<file path="src/rtl/cpu_pkg.sv">
`default_nettype none
// ============================================================================
// Package     : cpu_pkg
// Description : Shared CPU definitions: ALU operation encodings, the default
//               datapath width and the multiply/divide sequencer states.
// Revision    : 1.0 - initial release
// ============================================================================
package cpu_pkg;

  localparam int DATA_WIDTH = 16;

  // Operation codes driven by the microcode controller; 12-15 act as NOP.
  typedef enum logic [3:0] {
    ALU_NOP  = 4'd0,
    ALU_LOAD = 4'd1,
    ALU_ADD  = 4'd2,
    ALU_SUB  = 4'd3,
    ALU_AND  = 4'd4,
    ALU_OR   = 4'd5,
    ALU_INC  = 4'd6,
    ALU_SHL  = 4'd7,
    ALU_SHR  = 4'd8,
    ALU_CLR  = 4'd9,
    ALU_MUL  = 4'd10,
    ALU_DIV  = 4'd11
  } alu_op_e;

  // Sequencer states; IDLE doubles as the state for single-cycle operation.
  typedef enum logic [1:0] {
    MD_IDLE    = 2'd0,
    MD_MUL_RUN = 2'd1,
    MD_DIV_RUN = 2'd2,
    MD_FINISH  = 2'd3
  } md_state_e;

  // True for operations that hand off to the iterative sequencer.
  function automatic logic is_multi_cycle(input logic [3:0] op);
    return (op == ALU_MUL) || (op == ALU_DIV);
  endfunction

endpackage
`default_nettype wire

</file>
<file path="src/rtl/alu_acc_if.sv">
`default_nettype none
// ============================================================================
// Interface   : alu_acc_if
// Description : B-bus operand / command inputs and accumulator status outputs
//               shared between the microcode controller and the ALU stage.
// Revision    : 1.0 - initial release
// ============================================================================
interface alu_acc_if #(
  parameter int WIDTH = cpu_pkg::DATA_WIDTH
);
  logic [WIDTH-1:0] B_bus;
  logic [3:0]       alu_op;
  logic             start;
  logic [WIDTH-1:0] AC;
  logic             z_flag;
  logic             c_flag;
  logic             dz_flag;
  logic             busy;
  logic             done;

  // Controller side: issues operations, observes results.
  modport master (
    output B_bus, alu_op, start,
    input  AC, z_flag, c_flag, dz_flag, busy, done
  );

  // ALU side: consumes operations, owns the accumulator.
  modport slave (
    input  B_bus, alu_op, start,
    output AC, z_flag, c_flag, dz_flag, busy, done
  );
endinterface
`default_nettype wire

</file>
<file path="src/rtl/seq_muldiv.sv">
`default_nettype none
// ============================================================================
// Module      : seq_muldiv
// Description : Iterative unsigned shift-add multiplier and restoring divider.
//               One iteration per clock, WIDTH iterations, then one FINISH
//               cycle during which valid is high and result/flag are stable.
// Revision    : 1.0 - initial release
// ============================================================================
module seq_muldiv
  import cpu_pkg::*;
#(
  parameter int WIDTH = DATA_WIDTH,
  parameter int CNT_W = 5
)(
  input  logic             clk,
  input  logic             reset,
  input  logic             start,
  input  logic [3:0]       op,
  input  logic [WIDTH-1:0] a,
  input  logic [WIDTH-1:0] b,
  output logic [WIDTH-1:0] result,
  output logic             flag,
  output logic             valid,
  output logic             busy
);

  md_state_e        state;
  logic [CNT_W-1:0] cnt;
  logic [WIDTH:0]   p;         // MUL partial product / DIV partial remainder
  logic [WIDTH-1:0] q;         // MUL multiplier / DIV dividend -> quotient
  logic [WIDTH-1:0] m;         // latched B_bus operand
  logic             div_mode;
  logic             busy_reg;
  logic             valid_reg;

  logic [WIDTH:0]   mul_sum;
  logic [WIDTH:0]   div_shift;
  logic [WIDTH+1:0] div_trial;
  logic             last_iter;

  // Multiply step: conditionally add M before the right shift of {P,Q}.
  assign mul_sum   = q[0] ? (p + {1'b0, m}) : p;
  // Divide step: shift {P,Q} left by one, then try subtracting the divisor.
  // The remainder is always below the divisor, so P[WIDTH] is zero here.
  assign div_shift = {p[WIDTH-1:0], q[WIDTH-1]};
  assign div_trial = {1'b0, div_shift} - {2'b00, m};
  assign last_iter = (cnt == CNT_W'(WIDTH - 1));

  // Sequencer FSM with iteration counter and datapath registers.
  always_ff @(posedge clk) begin
    if (reset) begin
      state     <= MD_IDLE;
      cnt       <= '0;
      p         <= '0;
      q         <= '0;
      m         <= '0;
      div_mode  <= 1'b0;
      busy_reg  <= 1'b0;
      valid_reg <= 1'b0;
    end else begin
      case (state)
        MD_IDLE: begin
          if (start) begin
            m        <= b;
            q        <= a;
            p        <= '0;
            cnt      <= '0;
            div_mode <= (op == ALU_DIV);
            busy_reg <= 1'b1;
            state    <= (op == ALU_DIV) ? MD_DIV_RUN : MD_MUL_RUN;
          end
        end
        MD_MUL_RUN: begin
          p   <= {1'b0, mul_sum[WIDTH:1]};
          q   <= {mul_sum[0], q[WIDTH-1:1]};
          cnt <= cnt + CNT_W'(1);
          if (last_iter) begin
            state     <= MD_FINISH;
            valid_reg <= 1'b1;
          end
        end
        MD_DIV_RUN: begin
          // Negative trial difference means restore (keep the shifted value).
          p   <= div_trial[WIDTH+1] ? div_shift : div_trial[WIDTH:0];
          q   <= {q[WIDTH-2:0], ~div_trial[WIDTH+1]};
          cnt <= cnt + CNT_W'(1);
          if (last_iter) begin
            state     <= MD_FINISH;
            valid_reg <= 1'b1;
          end
        end
        MD_FINISH: begin
          state     <= MD_IDLE;
          cnt       <= '0;
          busy_reg  <= 1'b0;
          valid_reg <= 1'b0;
        end
        default: begin
          state     <= MD_IDLE;
          busy_reg  <= 1'b0;
          valid_reg <= 1'b0;
        end
      endcase
    end
  end

  // Low product half and quotient both end up in Q.
  assign result = q;
  assign flag   = !div_mode && (|p[WIDTH-1:0]);
  assign valid  = valid_reg;
  assign busy   = busy_reg;

endmodule
`default_nettype wire

</file>
<file path="src/rtl/alu_acc.sv">
`default_nettype none
// ============================================================================
// Module      : alu_acc
// Description : Accumulator/ALU stage behind the B-bus mux. Single-cycle ops
//               are executed here; MUL/DIV are delegated to seq_muldiv.
// Revision    : 1.0 - initial release
// ============================================================================
module alu_acc
  import cpu_pkg::*;
#(
  parameter int WIDTH = DATA_WIDTH,
  parameter int CNT_W = 5
)(
  input logic      clk,
  input logic      reset,
  alu_acc_if.slave bus
);

  logic [WIDTH-1:0] acc;
  logic             z_reg;
  logic             c_reg;
  logic             dz_reg;
  logic             done_reg;
  logic             pend_div;

  logic             md_busy;
  logic             md_valid;
  logic             md_flag;
  logic [WIDTH-1:0] md_result;

  logic             accept;
  logic             div_zero;
  logic             launch_md;
  logic [WIDTH:0]   add_res;
  logic [WIDTH:0]   sub_res;
  logic [WIDTH:0]   inc_res;
  logic [WIDTH-1:0] sc_acc;
  logic             sc_c;
  logic             sc_write;

  // Starts arriving while the sequencer runs are dropped.
  assign accept    = bus.start && !md_busy;
  assign div_zero  = (bus.alu_op == ALU_DIV) && (bus.B_bus == '0);
  assign launch_md = accept && is_multi_cycle(bus.alu_op) && !div_zero;

  assign add_res = {1'b0, acc} + {1'b0, bus.B_bus};
  assign sub_res = {1'b0, acc} - {1'b0, bus.B_bus};
  assign inc_res = {1'b0, acc} + {{WIDTH{1'b0}}, 1'b1};

  // Single-cycle result and carry; sc_write is low for ops that leave AC alone.
  always_comb begin
    sc_acc   = acc;
    sc_c     = c_reg;
    sc_write = 1'b1;
    case (bus.alu_op)
      ALU_LOAD: begin sc_acc = bus.B_bus;                sc_c = 1'b0;          end
      ALU_ADD:  begin sc_acc = add_res[WIDTH-1:0];       sc_c = add_res[WIDTH]; end
      ALU_SUB:  begin sc_acc = sub_res[WIDTH-1:0];       sc_c = sub_res[WIDTH]; end
      ALU_AND:  begin sc_acc = acc & bus.B_bus;          sc_c = 1'b0;          end
      ALU_OR:   begin sc_acc = acc | bus.B_bus;          sc_c = 1'b0;          end
      ALU_INC:  begin sc_acc = inc_res[WIDTH-1:0];       sc_c = inc_res[WIDTH]; end
      ALU_SHL:  begin sc_acc = {acc[WIDTH-2:0], 1'b0};   sc_c = acc[WIDTH-1];  end
      ALU_SHR:  begin sc_acc = {1'b0, acc[WIDTH-1:1]};   sc_c = acc[0];        end
      ALU_CLR:  begin sc_acc = '0;                       sc_c = 1'b0;          end
      ALU_DIV:  begin sc_acc = '1;                       sc_c = 1'b0;          end
      default:  begin sc_write = 1'b0;                                         end
    endcase
  end

  seq_muldiv #(
    .WIDTH (WIDTH),
    .CNT_W (CNT_W)
  ) u_seq_muldiv (
    .clk    (clk),
    .reset  (reset),
    .start  (launch_md),
    .op     (bus.alu_op),
    .a      (acc),
    .b      (bus.B_bus),
    .result (md_result),
    .flag   (md_flag),
    .valid  (md_valid),
    .busy   (md_busy)
  );

  // Accumulator, flags and done pulse; sequencer completion has priority.
  always_ff @(posedge clk) begin
    if (reset) begin
      acc      <= '0;
      z_reg    <= 1'b1;
      c_reg    <= 1'b0;
      dz_reg   <= 1'b0;
      done_reg <= 1'b0;
      pend_div <= 1'b0;
    end else begin
      done_reg <= 1'b0;
      if (md_valid) begin
        acc      <= md_result;
        c_reg    <= md_flag;
        z_reg    <= (md_result == '0);
        done_reg <= 1'b1;
        if (pend_div) begin
          dz_reg <= 1'b0;
        end
      end else if (accept) begin
        if (launch_md) begin
          pend_div <= (bus.alu_op == ALU_DIV);
        end else begin
          done_reg <= 1'b1;
          if (sc_write) begin
            acc   <= sc_acc;
            c_reg <= sc_c;
            z_reg <= (sc_acc == '0);
          end
          if (div_zero) begin
            dz_reg <= 1'b1;
          end
        end
      end
    end
  end

  assign bus.AC      = acc;
  assign bus.z_flag  = z_reg;
  assign bus.c_flag  = c_reg;
  assign bus.dz_flag = dz_reg;
  assign bus.busy    = md_busy;
  assign bus.done    = done_reg;

endmodule
`default_nettype wire
</file>
<file path="src/flat_wrapper.sv">
// flat-port wrapper written by rule: the top's interface ports become plain ports
module alu_acc_flat import cpu_pkg::*;
#(
  parameter int WIDTH = DATA_WIDTH,
  parameter int CNT_W = 5
)
  (clk, reset, bus_B_bus, bus_alu_op, bus_start, bus_AC, bus_z_flag, bus_c_flag, bus_dz_flag, bus_busy, bus_done);
  alu_acc_if #(.WIDTH(WIDTH)) bus_i ();
  input logic clk;
  input logic reset;
  input wire logic [$bits(bus_i.B_bus)-1:0] bus_B_bus;
  input wire logic [$bits(bus_i.alu_op)-1:0] bus_alu_op;
  input wire logic [$bits(bus_i.start)-1:0] bus_start;
  output wire logic [$bits(bus_i.AC)-1:0] bus_AC;
  output wire logic [$bits(bus_i.z_flag)-1:0] bus_z_flag;
  output wire logic [$bits(bus_i.c_flag)-1:0] bus_c_flag;
  output wire logic [$bits(bus_i.dz_flag)-1:0] bus_dz_flag;
  output wire logic [$bits(bus_i.busy)-1:0] bus_busy;
  output wire logic [$bits(bus_i.done)-1:0] bus_done;
  assign bus_i.B_bus = bus_B_bus;
  assign bus_i.alu_op = bus_alu_op;
  assign bus_i.start = bus_start;
  assign bus_AC = bus_i.AC;
  assign bus_z_flag = bus_i.z_flag;
  assign bus_c_flag = bus_i.c_flag;
  assign bus_dz_flag = bus_i.dz_flag;
  assign bus_busy = bus_i.busy;
  assign bus_done = bus_i.done;
  alu_acc #(.WIDTH(WIDTH), .CNT_W(CNT_W)) u_core (.clk(clk), .reset(reset), .bus(bus_i));
endmodule
</file>
<file path="config.mk">
export PLATFORM = sky130hd
export DESIGN_NAME = alu_acc_flat
export DESIGN_NICKNAME = d
export VERILOG_FILES = /design/src/rtl/cpu_pkg.sv /design/src/rtl/alu_acc_if.sv /design/src/rtl/seq_muldiv.sv /design/src/rtl/alu_acc.sv /design/src/flat_wrapper.sv
export SDC_FILE = /design/constraint.sdc
export NUM_CORES = 1
export LEC_CHECK = 0
export BUFFER_PORTS_ARGS = -buffer_cell sky130_fd_sc_hd__buf_2
export CORE_MARGIN = 2
export CORE_UTILIZATION = 48
export DETAILED_ROUTE_END_ITERATION = 10
export PLACE_DENSITY = 0.67
export SETUP_SLACK_MARGIN = 0.15
export SKIP_LAST_GASP = 1
export SYNTH_ARGS = -nofsm -noshare
export SYNTH_HDL_FRONTEND = slang
export SYNTH_SLANG_ARGS = --single-unit
</file>
<file path="constraint.sdc">
create_clock -name clk -period 7.15 [get_ports clk]
set_clock_uncertainty 0.2 [all_clocks]
set_input_delay 1.43 -clock clk [delete_from_list [all_inputs] [get_ports clk]]
set_output_delay 1.43 -clock clk [all_outputs]
set_load 0.03 [all_outputs]
</file>
==> results.py, run 1 <==
metrics = {
    "outcome": {
        "status": "finished clean",
    },
    "sta": {
        "relSlewSlack": 0.2266,
        "rsz0062_at_grt": "no",
        "slew_viol_final": 0,
        "clock.fmax_ghz": 0.1737,
        "setup_viol": 0,
        "hold_viol": 0,
        "setup-tns-final_ns": 0,
        "period_share": 0.8052,
        "min_period_ns": 5.757,
        "worst_slew_pin_slew_ns": 1.160,
    },
    "power": {
        "p_comb_frac": 0.434,
        "p_per_area_nw_per_um2": 193.6,
        "p_switching_uw": 783.3,
        "p_leak_nw": 3.871,
        "clockPowerShare": 0.261,
        "internal_power_mw": 1.038,
        "sw_frac_of_total": 0.4300,
        "power_frac_seq": 0.306,
        "vdd_drop_max_mv": 0.1615,
    },
    "global_route": {
        "grt_pass1_vias": 8413,
        "grt_pass1_wl_mm": 46.04,
        "antenna_found_initial": 0,
        "gr-total-overflow": 0,
        "grt_use_total": 0.2891,
        "grt_max_degree": 75,
    },
    "logic_synthesis": {
        "ys_async_sr_fraction": 0,
        "synth_enable_flop_cells": 0,
        "synth_cell_types": 76,
        "synthFlopType": "dfxtp_1",
        "yosysWarnings": 0,
        "synth_area_um2": 8856,
        "ys_seq_area_frac": 0.1808,
        "ys_seq_elements": 80,
        "synth_nets": 1364,
        "avgSynthCellArea_um2": 7.108,
        "syn_inst": 1246,
    },
    "clocking": {
        "cts_tree": "built",
        "htreeDepth": 3,
        "clk_pin_slew_ns": 0.06,
        "cts_buffer_depth": 2,
        "cts_inserted_buffers": 9,
        "clk_latency_ns": 0.34,
        "cts.sinks": 80,
        "cts_resized": 0,
        "holdBufCountCts": 0,
        "root_buffer": "clkbuf_16",
        "cts_setup_buffers": 0,
    },
    "cells_and_area": {
        "regMostFlops": "u_core.u_seq_muldiv.p",
        "layout.cells.non_filler": 1462,
        "multiInputGateArea_um2": 6590,
        "fill_cells": 1831,
        "syn_to_final_growth_pct": 6.245,
        "drive_above_1_share": 0.08191,
        "antenna_cells": 0,
        "largest_reg_flops": 17,
        "nNetsFinal": 1346,
        "register_area_um2": 1602,
    },
    "detailed_routing": {
        "drtIter0Drc": 943,
        "remaining_drc_errors": 0,
        "wl_mm": 29.14,
        "postRouteAntennaNets": 0,
        "avgViaCountPerCell": 6.426,
        "post_drt_wl_per_cell_um": 19.93,
        "drt_pass1_iterations": 5,
        "dr_total_vias": 9395,
    },
    "place": {
        "globalplace.congestion": 0.9845,
        "io_buffers": 43,
        "dp_cells": 1446,
        "dp_hpwl_mm": 21.73,
    },
    "floorplanning": {
        "die_area_um2": 19550,
        "start_util": 0.4913,
        "rows": 49,
        "die_w_um": 139.8,
        "pin_count": 44,
        "core_um2": 18020,
        "die_h_um": 139.8,
    },
    "worst_setup_path": {
        "cp_data_required_time_ns": 7.21,
        "crit_arrival_ns": 5.82,
        "path_max_fanout": 41,
        "critPathLaunchType": "primary input",
        "cp-end-kind": "register",
        "path_class": "in2reg",
    },
    "min_path": {
        "hold_class": "reg2reg",
    },
    "run": {
        "drv_cap": 0,
    },
}
-- critical path: stages --
cell and delay (ns):
buf_2 0.57, or2_1 0.37, nor2_1 0.13, a221oi_2 1.00, o211ai_1 0.59, nand2_1 0.22, nand4_1 0.09, a2111oi_0 0.50
nand3_1 0.15, or4_1 0.57, o31ai_2 0.18
-- stage by stage --
stage	utilization	total power [mW]	setup WS (ns)	hold slack, ns	area [µm²]
2_1_floorplan	-	1.136	2.542	0.2455	8856
3_3_place_gp	0.5049	1.330	1.545	0.2625	9101
3_5_place_dp	0.5049	1.337	1.230	0.2811	9101
4_1_cts	0.5220	1.812	1.585	0.2896	9409
5_1_grt	0.5220	1.931	1.046	0.3164	9409
6_report	0.5220	1.821	1.393	0.2849	9409
-- per-layer routing --
metal / up-vias / GRT usage / wire length (µm)
li1: 4506 / - / -
met1: 4457 / 0.4222 / 13820
met2: 371 / 0.4344 / 12480
met3: 61 / 0.04336 / 2003
met4: 0 / 0.09526 / 834
met5: - / 0 / 0
-- power groups by stage --
stage / combinational (mW) / clock (mW) / sequential (mW)
4_1_cts: 0.776 / 0.482 / 0.554
3_5_place_dp: 0.773 / 0 / 0.564
2_1_floorplan: 0.584 / 0 / 0.553
5_1_grt: 0.868 / 0.499 / 0.563
3_3_place_gp: 0.767 / 0 / 0.564
6_report: 0.790 / 0.475 / 0.557
-- layout by cell type, fill, tap and decap left out, types with 16 or more instances in the layout --
cell | synthesis | final
ha_1 | 91 | 91
a22oi_1 | 16 | 16
nor4_1 | 17 | 17
a31oi_1 | 17 | 17
nand3_1 | 27 | 27
a221oi_1 | 27 | 27
a21oi_1 | 132 | 132
o21ai_0 | 49 | 49
xnor2_1 | 35 | 35
a211oi_1 | 39 | 39
nand2_1 | 88 | 88
buf_2 | 16 | 43
nor3_1 | 30 | 30
nor2_1 | 171 | 171
inv_1 | 90 | 90
dfxtp_1 | 80 | 80
-- worst paths after layout --
kind | startpoint | to | slack, ns | cells past startpoint
worst min-delay path | u_core.u_seq_muldiv.cnt[1]$_SDFFE_PP0P_ | u_core.u_seq_muldiv.cnt[1]$_SDFFE_PP0P_ | 0.28 | 2
worst min register to register | u_core.u_seq_muldiv.cnt[1]$_SDFFE_PP0P_ | u_core.u_seq_muldiv.cnt[1]$_SDFFE_PP0P_ | 0.28 | 2
worst max-delay path | bus_alu_op[1] | u_core.bus.z_flag$_SDFFE_PP1P_ | 1.39 | 11
worst max register to register | u_core.bus.AC[4]$_SDFFE_PP0P_ | u_core.bus.z_flag$_SDFFE_PP1P_ | 2.69 | 12
-- cell usage after synthesis, types with 13 or more instances --
library cell | number | area share
xnor2_1 | 35 | 0.035
inv_1 | 90 | 0.038
a211oi_1 | 39 | 0.033
dfxtp_1 | 80 | 0.18
mux2_2 | 13 | 0.017
buf_2 | 16 | 0.0090
nor2_1 | 171 | 0.072
a21oi_1 | 132 | 0.075
a21o_1 | 15 | 0.013
nand3_1 | 27 | 0.015
nor4_1 | 17 | 0.012
o211ai_1 | 15 | 0.013
a22oi_1 | 16 | 0.014
nand2_1 | 88 | 0.037
a31oi_1 | 17 | 0.012
nor3_1 | 30 | 0.017
nor2b_1 | 13 | 0.0092
nand2b_1 | 15 | 0.011
ha_1 | 91 | 0.13
clkbuf_1 | 52 | 0.022
mux2i_1 | 14 | 0.016
o21ai_0 | 49 | 0.028
a221oi_1 | 27 | 0.027
nand4_1 | 14 | 0.0099
-- kinds of logic (layout without fill, tap and decap cells) --
| logic type | Yosys count | in the layout | synth area share |
|---|---|---|---|
| buffers and inverters | 172 | 159 | 0.07629 |
| flip-flops | 80 | 80 | 0.1808 |
| AO/OA/AOI/OAI | 413 | 413 | 0.3155 |
| multiplexers | 27 | 27 | 0.03235 |
| XOR/XNOR | 42 | 42 | 0.04154 |
| adder cells (fa/ha/maj) | 95 | 95 | 0.1376 |
| AND/OR/NAND/NOR | 417 | 417 | 0.2159 |
-- layout make-up --
cell class	instances	share of cell area
Multi-Input combinational cell	994	0.7004
Sequential cell	80	0.1702
Inverter	92	0.03697
Tap cell	229	0.03045
Timing Repair Buffer	51	0.02926
Clock buffer	10	0.02540
Clock inverter	6	0.007314
Power figures use the tool's default switching activity.
==> run 2, diff against run 1 <==
--- a/config.mk
+++ b/config.mk
@@ -5,6 +5,7 @@
 export SDC_FILE = /design/constraint.sdc
 export NUM_CORES = 1
 export LEC_CHECK = 0
+export ABC_AREA = 1
 export BUFFER_PORTS_ARGS = -buffer_cell sky130_fd_sc_hd__buf_2
 export CORE_MARGIN = 2
 export CORE_UTILIZATION = 48
==> constraint.sdc (replaced) <==
create_clock -name clk -period 5.5 [get_ports clk]
set_clock_uncertainty 0.2 [all_clocks]
set_input_delay 1.1 -clock clk [delete_from_list [all_inputs] [get_ports clk]]
set_output_delay 1.1 -clock clk [all_outputs]
set_load 0.03 [all_outputs]
==> run 2 against run 1 <==
Hold slack got worse by 0.028 ns. First-iteration DRC count decreased by 5.7%. Sequential power increased by 39%. Non-clock buffer count decreased by 4. Global-route usage increased by 3.1 points. Setup slack improved by 0.34 ns. Critical endpoint is now u_core.bus.AC[6]$_SDFFE_PP0P_. Routed wire length increased by 12%. Via count increased by 11%. Largest power group unchanged. Sequential cell count unchanged. Design area increased by 3.5%.
==> results.py, run 2 <==
metrics = {
    "outcome": {
        "status": "finished clean",
    },
    "floorplanning": {
        "die_w_um": 142.1,
        "die_h_um": 142.1,
        "die_area_um2": 20200,
        "rows": 50,
        "pin_count": 44,
        "start_util": 0.4897,
        "core_um2": 18710,
    },
    "sta": {
        "worst_slew_pin_slew_ns": 0.8512,
        "rsz0062_at_grt": "no",
        "period_share": 0.6853,
        "slew_viol_final": 0,
        "clock.fmax_ghz": 0.2653,
        "worst_slack_ns": 1.731,
        "setup-tns-final_ns": 0,
        "hold_viol": 0,
        "setup_viol": 0,
        "min_period_ns": 3.769,
        "relSlewSlack": 0.4318,
    },
    "cells_and_area": {
        "register_area_um2": 1602,
        "regMostFlops": "u_core.u_seq_muldiv.p",
        "syn_to_final_growth_pct": 6.311,
        "fill_cells": 1987,
        "largest_reg_flops": 17,
        "drive_above_1_share": 0.05762,
        "nNetsFinal": 1675,
        "mostFrequentLayoutCell": "nand2_1",
        "multiInputGateArea_um2": 6487,
        "mostFrequentLayoutCells": "nand2_1, inv_1, a21oi_1",
    },
    "logic_synthesis": {
        "synthFlopType": "dfxtp_1",
        "synth_top_area_share": 0.1748,
        "synth_area_um2": 9160,
        "synth_cell_types": 47,
        "synth_common_cells": "nand2_1, inv_1, a21oi_1",
        "muxShareOfSynthArea": 0,
        "post-synth-top-count-cell": "nand2_1",
        "yosysWarnings": 0,
        "synth_nets": 1676,
        "synth.largest_area_cell": "dfxtp_1",
        "syn_inst": 1558,
        "ys_async_sr_fraction": 0,
        "yosys.area_share.simple": 0.3486,
        "ys_seq_elements": 80,
        "synth_top_family_by_area": "simple AND/OR/NAND/NOR gates",
        "ys_seq_area_frac": 0.1748,
        "avgSynthCellArea_um2": 5.879,
        "yosys.area_share.adder": 0.1330,
        "synth_xor_area_frac": 0.01243,
        "synth-compound-area-share": 0.2142,
        "yosys-top-cells-area": "dfxtp_1, nand2_1, ha_1",
        "synth_enable_flop_cells": 0,
    },
    "clocking": {
        "clk_latency_ns": 0.36,
        "clk_pin_slew_ns": 0.06,
        "root_buffer": "clkbuf_16",
        "cts_inserted_buffers": 9,
        "cts_setup_buffers": 0,
        "holdBufCountCts": 0,
        "cts_tree": "built",
        "htreeDepth": 3,
        "cts_resized": 0,
        "cts.sinks": 80,
        "cts_buffer_depth": 2,
    },
    "global_route": {
        "gr-total-overflow": 0,
        "grt_use_total": 0.3204,
        "grt_pass1_vias": 9428,
        "grt_pass1_wl_mm": 50.76,
        "grt_max_degree": 54,
        "antenna_found_initial": 1,
    },
    "place": {
        "io_buffers": 43,
        "dp_hpwl_mm": 25.35,
        "globalplace.congestion": 0.9895,
        "pre_cts_slack_ns": 1.468,
    },
    "worst_setup_path": {
        "crit_buf_inv": 3,
        "path_max_fanout": 21,
        "crit_arrival_ns": 3.80,
        "path_delay_family": "simple AND/OR/NAND/NOR gates",
        "worst_path_max_delay_cell": "nor2_2",
        "cp_data_required_time_ns": 5.53,
        "worstPathCellList": "buf_2 -> inv_1 -> nand4_1 -> nor2_1 -> nand4_1 -> nand2_2 -> a31oi_1 -> nor2_2 -> inv_2 -> a21oi_1 -> a21oi_1",
        "cp-end-kind": "register",
        "slowest_delay_ns": 0.62,
        "path_class": "in2reg",
        "critPathLaunchType": "primary input",
    },
    "detailed_routing": {
        "post_drt_wl_per_cell_um": 18.09,
        "wl_mm": 32.51,
        "drtIter0Drc": 889,
        "postRouteAntennaNets": 0,
        "avgViaCountPerCell": 5.811,
        "remaining_drc_errors": 0,
        "drt_pass1_iterations": 5,
        "dr_total_vias": 10443,
    },
    "min_path": {
        "hold_class": "reg2reg",
    },
    "power": {
        "vdd_drop_max_mv": 0.1617,
        "p_leak_nw": 4.602,
        "p_per_area_nw_per_um2": 283.4,
    },
    "run": {
        "drv_cap": 0,
    },
}
[run 2: cell count changes after synthesis, sizes merged, moves of 16 or more]
| cell | before | now |
|---|---|---|
| clkbuf | 52 | 32 |
| o21ai | 49 | 117 |
| a211oi | 39 | 5 |
| a21oi | 132 | 156 |
| nor2 | 171 | 148 |
| xnor2 | 35 | 10 |
| nand2 | 88 | 402 |
| a22oi | 16 | 0 |
| nand3 | 27 | 126 |
| a221oi | 28 | 3 |
| inv | 92 | 209 |
[run 2: power breakdown]
part           switching [mW]  leakage, nW  internal (mW)
clock                   0.265        0.152          0.380
combinational           0.930         3.80          0.406
sequential              0.117        0.651          0.660
[run 2: metrics by stage]
| step | cell area, µm² | power [mW] | util | hold slack, ns | cells |
|---|---|---|---|---|---|
| 3_3_place_gp | 9419 | 2.080 | 0.5035 | 0.2420 | 1780 |
| 3_5_place_dp | 9419 | 2.095 | 0.5035 | 0.2484 | 1780 |
| 4_1_cts | 9736 | 2.737 | 0.5205 | 0.2569 | 1796 |
| 2_1_floorplan | 9160 | 1.749 | - | 0.2245 | 1558 |
| 5_1_grt | 9738 | 2.950 | 0.5206 | 0.2897 | 1797 |
| 6_report | 9738 | 2.759 | 0.5206 | 0.2568 | 1797 |
[run 2: per-layer routing]
| layer | up-vias | wire, µm | track usage |
|---|---|---|---|
| met5 | - | 0 | 0 |
| li1 | 5163 | - | - |
| met1 | 4803 | 13670 | 0.4079 |
| met4 | 0 | 1341 | 0.1368 |
| met3 | 80 | 2243 | 0.04643 |
| met2 | 397 | 15260 | 0.5408 |
[run 2: worst register-to-register path, cell delays in order (launching register included)]
cell      delay, ns
dfxtp_1        0.69
inv_1          0.26
ha_1           0.56
inv_1          0.14
a21oi_1        0.20
inv_1          0.06
a21oi_1        0.20
nor2_1         0.06
nor2_1         0.11
o21ai_0        0.16
a21oi_1        0.15
o21ai_0        0.11
o211ai_1       0.13
nand2_1        0.09
a21oi_1        0.13
[run 2: cell families (layout without fill, tap and decap cells)]
group	Yosys count	after routing
fa+ha+maj	95	95
flops	80	80
other cells	0	1
buf+inv	270	274
compound gates	350	350
xor+xnor	13	13
simple gates	750	750
[run 2: final timing paths]
check	start	end	slack [ns]	cells past startpoint
hold / removal	u_core.pend_div$_SDFFE_PP0P_	u_core.pend_div$_SDFFE_PP0P_	0.26	2
setup / recovery	bus_B_bus[8]	u_core.bus.AC[6]$_SDFFE_PP0P_	1.73	11
hold reg to reg	u_core.pend_div$_SDFFE_PP0P_	u_core.pend_div$_SDFFE_PP0P_	0.26	2
setup reg to reg	u_core.bus.AC[9]$_SDFFE_PP0P_	u_core.bus.c_flag$_SDFFE_PP0P_	2.17	14
[run 2: area by class of cell]
| cell class | count | share of cell area |
|---|---|---|
| well taps | 234 | 0.03007 |
| multi-input cells | 1208 | 0.6662 |
| repair buffers | 47 | 0.02518 |
| inverters | 211 | 0.08133 |
| clock inverters | 5 | 0.006553 |
| flip-flops and latches | 80 | 0.1645 |
| diodes | 1 | 0.0002570 |
| clock buffers | 11 | 0.02595 |
